--- config.mk ---
export PLATFORM = sky130hd
export DESIGN_NAME = mem_port_arbiter
export DESIGN_NICKNAME = d
export VERILOG_FILES = /design/src/rtl/mem_port_arbiter.sv
export SDC_FILE = /design/constraint.sdc
export NUM_CORES = 1
export LEC_CHECK = 0
export BUFFER_PORTS_ARGS = -buffer_cell sky130_fd_sc_hd__clkbuf_2
export CORE_MARGIN = 5
export CORE_UTILIZATION = 40
export DETAILED_ROUTE_END_ITERATION = 7
export PLACE_DENSITY = 0.76
export SYNTH_ARGS = -nofsm -noshare
export SYNTH_HDL_FRONTEND = slang
export SYNTH_SLANG_ARGS = --single-unit
--- constraint.sdc ---
create_clock -name clk_i -period 2.6 [get_ports clk_i]
set_input_delay 0.39 -clock clk_i [delete_from_list [all_inputs] [get_ports clk_i]]
set_output_delay 0.39 -clock clk_i [all_outputs]
set_load 0.005 [all_outputs]
--- src/rtl/mem_port_arbiter.sv ---
// Round-robin arbiter sharing one single-port synchronous memory between a CPU port and a
// DMA port. Optional CPU stall counter is built when MEM_ARB_WAIT_CNT_EN is defined.
module mem_port_arbiter #(
    parameter int ADDR_W = 8,
    parameter int DATA_W = 8
) (
    input  logic              clk_i,
    input  logic              reset_i,

    input  logic              cpu_req_i,
    input  logic              cpu_we_i,
    input  logic [ADDR_W-1:0] cpu_addr_i,
    input  logic [DATA_W-1:0] cpu_wdata_i,
    output logic              cpu_ack_o,
    output logic [DATA_W-1:0] cpu_rdata_o,

    input  logic              dma_req_i,
    input  logic              dma_we_i,
    input  logic [ADDR_W-1:0] dma_addr_i,
    input  logic [DATA_W-1:0] dma_wdata_i,
    output logic              dma_ack_o,
    output logic [DATA_W-1:0] dma_rdata_o,

    output logic              mem_en_o,
    output logic              mem_we_o,
    output logic [ADDR_W-1:0] mem_addr_o,
    output logic [DATA_W-1:0] mem_wdata_o,
    input  logic [DATA_W-1:0] mem_rdata_i,

    output logic              busy_o,
    output logic [7:0]        cpu_wait_cnt_o
);

    // state | meaning
    // IDLE  | sample requests, choose owner, latch its command
    // GRANT | latched command on the memory port, access at closing edge
    // DONE  | one-cycle ack to the owner with read data
    typedef enum logic [1:0] {
        ST_IDLE  = 2'd0,
        ST_GRANT = 2'd1,
        ST_DONE  = 2'd2
    } state_t;

    state_t            state_q, state_d;
    logic              sel_q, sel_d;
    logic              last_q, last_d;
    logic              lat_we_q, lat_we_d;
    logic [ADDR_W-1:0] lat_addr_q, lat_addr_d;
    logic [DATA_W-1:0] lat_wdata_q, lat_wdata_d;
    logic [DATA_W-1:0] cpu_hold_q, cpu_hold_d;
    logic [DATA_W-1:0] dma_hold_q, dma_hold_d;
    logic              grant_dma;

    always_ff @(posedge clk_i) begin
        if (reset_i) begin
            state_q     <= ST_IDLE;
            sel_q       <= 1'b0;
            last_q      <= 1'b1;
            lat_we_q    <= 1'b0;
            lat_addr_q  <= '0;
            lat_wdata_q <= '0;
            cpu_hold_q  <= '0;
            dma_hold_q  <= '0;
        end else begin
            state_q     <= state_d;
            sel_q       <= sel_d;
            last_q      <= last_d;
            lat_we_q    <= lat_we_d;
            lat_addr_q  <= lat_addr_d;
            lat_wdata_q <= lat_wdata_d;
            cpu_hold_q  <= cpu_hold_d;
            dma_hold_q  <= dma_hold_d;
        end
    end

    always_comb begin
        state_d     = state_q;
        sel_d       = sel_q;
        last_d      = last_q;
        lat_we_d    = lat_we_q;
        lat_addr_d  = lat_addr_q;
        lat_wdata_d = lat_wdata_q;
        cpu_hold_d  = cpu_hold_q;
        dma_hold_d  = dma_hold_q;
        grant_dma   = 1'b0;

        unique case (state_q)
            ST_IDLE: begin
                if (cpu_req_i || dma_req_i) begin
                    // On a tie the side that was not served last wins.
                    grant_dma   = dma_req_i && (!cpu_req_i || !last_q);
                    sel_d       = grant_dma;
                    lat_we_d    = grant_dma ? dma_we_i    : cpu_we_i;
                    lat_addr_d  = grant_dma ? dma_addr_i  : cpu_addr_i;
                    lat_wdata_d = grant_dma ? dma_wdata_i : cpu_wdata_i;
                    state_d     = ST_GRANT;
                end
            end
            ST_GRANT: begin
                last_d  = sel_q;
                state_d = ST_DONE;
            end
            ST_DONE: begin
                if (!lat_we_q) begin
                    if (sel_q) dma_hold_d = mem_rdata_i;
                    else       cpu_hold_d = mem_rdata_i;
                end
                state_d = ST_IDLE;
            end
            default: state_d = ST_IDLE;
        endcase
    end

    always_comb begin
        cpu_ack_o   = 1'b0;
        dma_ack_o   = 1'b0;
        cpu_rdata_o = '0;
        dma_rdata_o = '0;
        mem_en_o    = 1'b0;
        mem_we_o    = 1'b0;
        mem_addr_o  = '0;
        mem_wdata_o = '0;
        busy_o      = (state_q != ST_IDLE);

        if (state_q == ST_GRANT) begin
            mem_en_o    = 1'b1;
            mem_we_o    = lat_we_q;
            mem_addr_o  = lat_addr_q;
            mem_wdata_o = lat_wdata_q;
        end

        // The memory output register holds the read word through DONE; writes show the last read.
        if (state_q == ST_DONE) begin
            if (sel_q) begin
                dma_ack_o   = 1'b1;
                dma_rdata_o = lat_we_q ? dma_hold_q : mem_rdata_i;
            end else begin
                cpu_ack_o   = 1'b1;
                cpu_rdata_o = lat_we_q ? cpu_hold_q : mem_rdata_i;
            end
        end
    end

`ifdef MEM_ARB_WAIT_CNT_EN
    logic [7:0] wait_cnt_q, wait_cnt_d;
    logic       cpu_served;

    assign cpu_served = ((state_q == ST_GRANT) || (state_q == ST_DONE)) && !sel_q;

    always_comb begin
        wait_cnt_d = wait_cnt_q;
        if (cpu_req_i && !cpu_served && (wait_cnt_q != 8'hFF)) begin
            wait_cnt_d = wait_cnt_q + 8'd1;
        end
    end

    always_ff @(posedge clk_i) begin
        if (reset_i) wait_cnt_q <= 8'd0;
        else         wait_cnt_q <= wait_cnt_d;
    end

    assign cpu_wait_cnt_o = wait_cnt_q;
`else
    assign cpu_wait_cnt_o = 8'd0;
`endif

endmodule

==> metrics.md, run 1 <==
| Metric | Value |
|---|---|
| Hold crit path type | `in -> reg` |
| Tot Pwr | `approximately 1400 uW` |
| DR pass1 iterations | `4` |
| Final hold vios | `0` |
| Seq pwr share | `0.462` |
| CP peak stage delay | `between 0.8 and 0.9 ns` |
| Net Sw Frac | `0.264` |
| Post-CTS setup buffer count | `0` |
| Post-CTS Hold Buffers | `0` |
| Slew HR | `0.438` |
| Htree depth | `2` |
| Max Root-Sink Buffers | `2` |
| Clock net sink count | `37` |
| Non-Filler Instances | `a little under 400` |
| Total gr overflow | `0` |
| Post-synth top area share | `0.375` |
| Area after DPL | `roughly 2300 um^2` |
| Final setup violation count | `0` |
| Remaining DRCs | `0` |
| Latest clock arrival within the worst-skew pair | `about 0.28 ns` |
| Sequential fraction of the synthesis area | `0.375` |
| Final std cell area, no fill | `between 2000 and 2500 um^2` |
| Clock network power share | `0.366` |
| Req. time, crit path | `2.21 ns` |
| Final slew viol count | `0` |
| Cell Chain, Critical Path | `nand2_1 -> a21oi_1 -> clkbuf_2` |
| LEAKAGE | `about 0.0011 uW` |
| Slowest-stage cell, CP | `dfxtp_1` |
| Max VDD drop | `roughly 0.27 mV` |
| Synthesis Warnings | `0` |
| Crit path arrival time | `1.62 ns` |
| IO Port Bufs | `approximately 80` |
| Synthesized area | `1970 um^2` |
| Root Buffer | `clkbuf_8` |
| WL final | `around 5100 um` |
| Avg WL per Cell | `between 10 and 15 um` |
| Site Rows | `25` |
| Internal power | `1030 uW` |
| Reg clk slew, reported paths | `about 0.080 ns` |
| Setup TNS | `0 ns` |
| Via count | `1892` |
| Fin nets | `369` |
| Most numerous cell in the Yosys netlist | `nand2_1` |
| Die Y | `about 80 um` |
| Gate Count Post-Synth | `around 250` |
| Die Wd | `between 80 and 90 um` |
| Critical path launch point type | `flop` |
| Kind of critical path | `reg -> out` |
| Async SR Flop Fraction | `0` |
| Status | `complete, no violations` |
| Final Critical Period | `around 2 ns` |
| Tot GR Track Use | `0.163` |
| Syn_area_per_cell | `7.80 um^2` |
| Clock skew | `0.00452 ns` |
| Power Dens Cells | `between 500 and 600 nW/um^2` |
| Initial cell density of the core | `0.415` |
| First-pass GRT wire length | `~8400 um` |
| #FFs+latches synth | `37` |
| Via density | `~4.8` |
| Switching power | `roughly 370 uW` |
| Top post-synthesis cells by area | `dfxtp_1 (38%), nand2_1 (13%), a21oi_1 (11%)` |
| Synth area leader | `dfxtp_1` |
| Post-route ant nets | `0` |
| Post-DP HPWL | `roughly 3600 um` |
| Max Cap Viol | `0` |
| DRT iter0 DRCs | `approximately 110` |
| Gate power share | `0.171` |
| # resized after CTS | `0` |
| Share of layout cells above drive strength 1 | `0.306` |
| CP endpoint kind | `output pin` |
| Highest clock rate | `498 MHz` |
| Actual slew at the worst max-slew pin | `~0.84 ns` |
| Routability Congestion | `approximately 0.75` |
| Vias in the first global route | `between 1500 and 2000` |
| Critical Path Fanout Max | `29` |
| Initial antenna violation count | `0` |
| Die area | `~6400 um^2` |
| CTS tree | `built` |
| Number of flops mapped to enable cells by yosys | `0` |
| Largest net degree at the start of global routing | `38` |
| # diodes | `0` |
| Num CTS Buffers | `5` |
| Area Overhead vs Synth | `23.8%` |
| Io pins | `between 90 and 100` |
| Ys flop type | `dfxtp_1` |
| Placed cells | `roughly 380` |
| Yosys cell types | `28` |
| Core area | `about 4800 um^2` |
| Synth top cells by count | `nand2_1 (68), a21oi_1 (42), dfxtp_1 (37)` |
| RSZ-0062 raised after global routing | `false` |
| # fillers | `about 490` |
| Tcrit/Tclk final | `0.773` |
==> worst paths after layout <==
path,from,endpoint,slack (ns),cells past startpoint
worst max-delay path,lat_we_q,dma_rdata_o[2],0.59,3
worst min-delay path,cpu_addr_i[4],lat_addr_q[4],0.34,3
worst max register to register,lat_we_q,cpu_hold_q[0],0.88,3
worst min register to register,cpu_hold_q[1],cpu_hold_q[1],0.46,2
==> final cells by class <==
type | instances | area [um^2] | area share
Timing Repair Buffer | 83 | 418 | 0.171
Tap cell | 67 | 83.8 | 0.0343
Sequential cell | 37 | 741 | 0.303
Inverter | 3 | 11.3 | 0.00461
Clock inverter | 2 | 37.5 | 0.0154
Clock buffer | 6 | 82.6 | 0.0338
Multi-Input combinational cell | 193 | 1070 | 0.438
==> worst max-delay path: cells and delay by family (launching register included) <==
family	cells	cell delay, ns
DFF	1	0.87
AOI/OAI and AO/OA	1	0.20
buffers and inverters	1	0.14
and+or+nand+nor	1	0.12
==> sequential cells by signal, indices dropped and copies added (netlist names) <==
signal,flops
cpu_hold_q,8
dma_hold_q,8
last_q,1
lat_addr_q,8
lat_wdata_q,8
lat_we_q,1
sel_q,1
state_q,2
==> layer usage <==
metal,vias up,GRT usage,wire length (um)
li1,974,-,-
met1,827,0.206,2310
met2,87,0.262,2240
met3,4,0.0493,480
met4,0,0.0557,56
met5,-,0,0
==> power groups by stage <==
stage                     clock (uW)  sequential, uW  combinational, uW
after detailed placement           0             657                241
after floorplan                    0             639                187
after global placement             0             655                238
after CTS                        529             644                242
final                            510             644                238
after global routing             545             652                269
==> stage by stage <==
step	util	setup slack (ns)	hold slack [ns]
final	0.514	0.591	0.344
after global routing	0.514	0.356	0.347
after CTS	0.514	0.575	0.335
after detailed placement	0.489	0.873	0.448
after global placement	0.489	0.916	0.443
after floorplan	-	1.19	0.437
==> cell usage in the layout, fill, tap and decap left out, types with 2 or more instances in the layout <==
master	instances
nand2_1	68
nor2_4	2
mux2i_1	8
inv_1	2
a311oi_1	17
and2_1	17
conb_1	8
clkbuf_8	6
nor2_1	9
nand2b_1	9
nor2b_1	3
dfxtp_1	37
a21oi_1	42
clkbuf_2	82
==> logic make-up (layout without fill, tap and decap cells) <==
logic type / Yosys count / count (layout) / synth area share
buffers and inverters: 30 / 94 / 0.0958
AND/OR/NAND/NOR: 114 / 114 / 0.283
other: 1 / 8 / 0.00190
flip-flops: 37 / 37 / 0.375
multiplexers: 8 / 8 / 0.0406
AO/OA/AOI/OAI: 63 / 63 / 0.204
No activity file was read; power rests on OpenSTA's default activity.
==> inputs of run 2 (changes only) <==
--- a/config.mk
+++ b/config.mk
@@ -9,7 +9,7 @@
 export CORE_MARGIN = 5
 export CORE_UTILIZATION = 40
 export DETAILED_ROUTE_END_ITERATION = 7
-export PLACE_DENSITY = 0.76
+export PLACE_DENSITY = 0.79
 export SYNTH_ARGS = -nofsm -noshare
 export SYNTH_HDL_FRONTEND = slang
 export SYNTH_SLANG_ARGS = --single-unit
==> constraint.sdc (replaced) <==
create_clock -name clk_i -period 1.6 [get_ports clk_i]
set_input_delay 0.24 -clock clk_i [delete_from_list [all_inputs] [get_ports clk_i]]
set_output_delay 0.24 -clock clk_i [all_outputs]
set_load 0.005 [all_outputs]
==> metrics.md, run 2 (same netlist as run 1, synthesis figures left out) <==
| Metric | Value |
|---|---|
| Via density | `4.93 (+2.0%)` |
| DR pass1 iterations | `4 (unchanged)` |
| Highest clock rate | `roughly 630 MHz` |
| Crit path arrival time | `1.34 ns (-0.28 ns)` |
| Root Buffer | `clkbuf_8` |
| Latest clock arrival within the worst-skew pair | `0.28 ns (about the same)` |
| Reg clk slew, reported paths | `0.07 ns (about the same)` |
| Routability Congestion | `0.841 (+12%)` |
| Die Y | `80.2 um (unchanged)` |
| Io pins | `91 (unchanged)` |
| Clock net sink count | `37 (unchanged)` |
| Post-CTS Hold Buffers | `0 (unchanged)` |
| Area Overhead vs Synth | `29.7%` |
| Switching power | `593 uW (+62%)` |
| Final worst slack | `0.0195 ns (-0.571 ns)` |
| Post-route ant nets | `0 (unchanged)` |
| Area after DPL | `2370 um^2 (+2.2%)` |
| Net Sw Frac | `0.278 (+0.0147)` |
| Pre-CTS setup slack | `0.152 ns (-0.721 ns)` |
| Share of layout cells above drive strength 1 | `0.369 (+0.0630)` |
| CP endpoint kind | `output pin` |
| LEAKAGE | `0.00114 uW (+4.6%)` |
| Final setup violation count | `0 (unchanged)` |
| Tot GR Track Use | `0.158 (-0.00558)` |
| Vias in the first global route | `1777 (-4.7%)` |
| Gate power share | `0.213 (+0.042)` |
| Max VDD drop | `0.591 mV (+120%)` |
| Initial cell density of the core | `0.415 (unchanged)` |
| Final core occ | `0.538 (+0.0242)` |
| Final std cell area, no fill | `2560 um^2 (+4.7%)` |
| Avg WL per Cell | `13.1 um (+0.66%)` |
| Post-DP HPWL | `3790 um (+4.4%)` |
| Total gr overflow | `0 (unchanged)` |
| Critical path launch point type | `flop` |
| Via count | `1964 (+3.8%)` |
| Initial antenna violation count | `0 (unchanged)` |
| Clock skew | `0.00259 ns (-0.00193 ns)` |
| Num CTS Buffers | `5 (unchanged)` |
| Core area | `4750 um^2 (unchanged)` |
| Max Root-Sink Buffers | `2 (unchanged)` |
| Largest net degree at the start of global routing | `22 (-42%)` |
| RSZ-0062 raised after global routing | `true` |
| Commonest non-fill, non-tap cell in the layout | `clkbuf_2` |
| Remaining DRCs | `0 (unchanged)` |
| Seq pwr share | `0.486 (+0.024)` |
| Internal power | `1540 uW (+50%)` |
| CTS tree | `built` |
| Tcrit/Tclk final | `0.988` |
| Htree depth | `2 (unchanged)` |
| IO Port Bufs | `82 (unchanged)` |
| First-pass GRT wire length | `8080 um (-3.6%)` |
| Most frequent cells in the layout | `clkbuf_2 (82), nand2_1 (67), dfxtp_1 (34)` |
| Placed cells | `388 (+1.3%)` |
| Power Dens Cells | `833 nW/um^2 (+46%)` |
| Critical Path Fanout Max | `9 (-69%)` |
| Non-Filler Instances | `398 (+1.8%)` |
| Die area | `6440 um^2 (unchanged)` |
| Req. time, crit path | `1.36 ns (-0.85 ns)` |
| Final hold vios | `0 (unchanged)` |
| Fin nets | `377 (+2.2%)` |
| Status | `complete, no violations` |
| Site Rows | `25 (unchanged)` |
| DRT iter0 DRCs | `87 (-20%)` |
| Die Wd | `80.2 um (unchanged)` |
| Clock network power share | `0.301 (-0.065)` |
| Hold crit path type | `in -> reg` |
| Final slew viol count | `0 (unchanged)` |
| Final Critical Period | `between 1.5 and 2 ns` |
| # diodes | `0 (unchanged)` |
| Max Cap Viol | `0 (unchanged)` |
| WL final | `5210 um (+2.5%)` |
| Kind of critical path | `reg -> out` |
-- run 2: cell types whose count changed in the layout (fill, tap and decap cells not counted), sizes merged --
| cell | before | now |
|---|---|---|
| buf | 1 | 9 |
| bufinv | 1 | 0 |
| clkbuf | 88 | 89 |
| clkinvlp | 1 | 0 |
-- run 2: path summary, 6_finish.rpt --
check | startpoint | endpoint | slack (ns) | cells past startpoint
setup / recovery | state_q[0] | dma_rdata_o[3] | 0.02 | 4
hold / removal | cpu_wdata_i[1] | lat_wdata_q[1] | 0.20 | 3
setup reg to reg | sel_q | dma_hold_q[0] | 0.17 | 3
hold reg to reg | cpu_hold_q[0] | cpu_hold_q[0] | 0.46 | 2
-- run 2: power by group through the flow --
stage / sequential [uW] / combinational (uW) / clock [uW]
after global placement: 1050 / 416 / 0
final: 1040 / 454 / 641
after detailed placement: 1060 / 419 / 0
after global routing: 1050 / 508 / 707
after floorplan: 1040 / 303 / 0
after CTS: 1040 / 423 / 663
-- run 2: area by class of cell --
type / count / area (um^2)
fillers: 449 / 2200
inverters: 3 / 11.3
flip-flops and latches: 37 / 752
multi-input cells: 193 / 1130
repair buffers: 91 / 494
well taps: 67 / 83.8
clock buffers: 7 / 86.3
-- run 2: per-layer routing --
metal | up-vias | global-route usage | wire length (um)
li1 | 994 | - | -
met1 | 870 | 0.199 | 2250
met2 | 93 | 0.240 | 2310
met3 | 7 | 0.0650 | 577
met4 | 0 | 0.0557 | 61
met5 | - | 0 | 0
-- run 2: what timing repair did --
action | in CTS | in global routing
gates resized for setup | 6 | 20
buffers inserted | 0 | 2
endpoints found under the setup margin | 35 | 33
cloned | 0 | 1
endpoints found under the hold margin | 0 | 0
-- run 2: critical path, cell delays in order, from the launching register on --
cell and delay [ns]:
dfxtp_4 0.37, and2b_2 0.27, nand2_4 0.11, a21oi_1 0.17, clkbuf_2 0.13
-- run 2: per-stage QoR --
step	hold slack [ns]	total power [uW]	setup TNS (ns)
after global routing	0.195	2260	-0.201
final	0.195	2130	0
after global placement	0.444	1470	0
after detailed placement	0.450	1480	0
after CTS	0.188	2130	0
after floorplan	0.376	1340	0
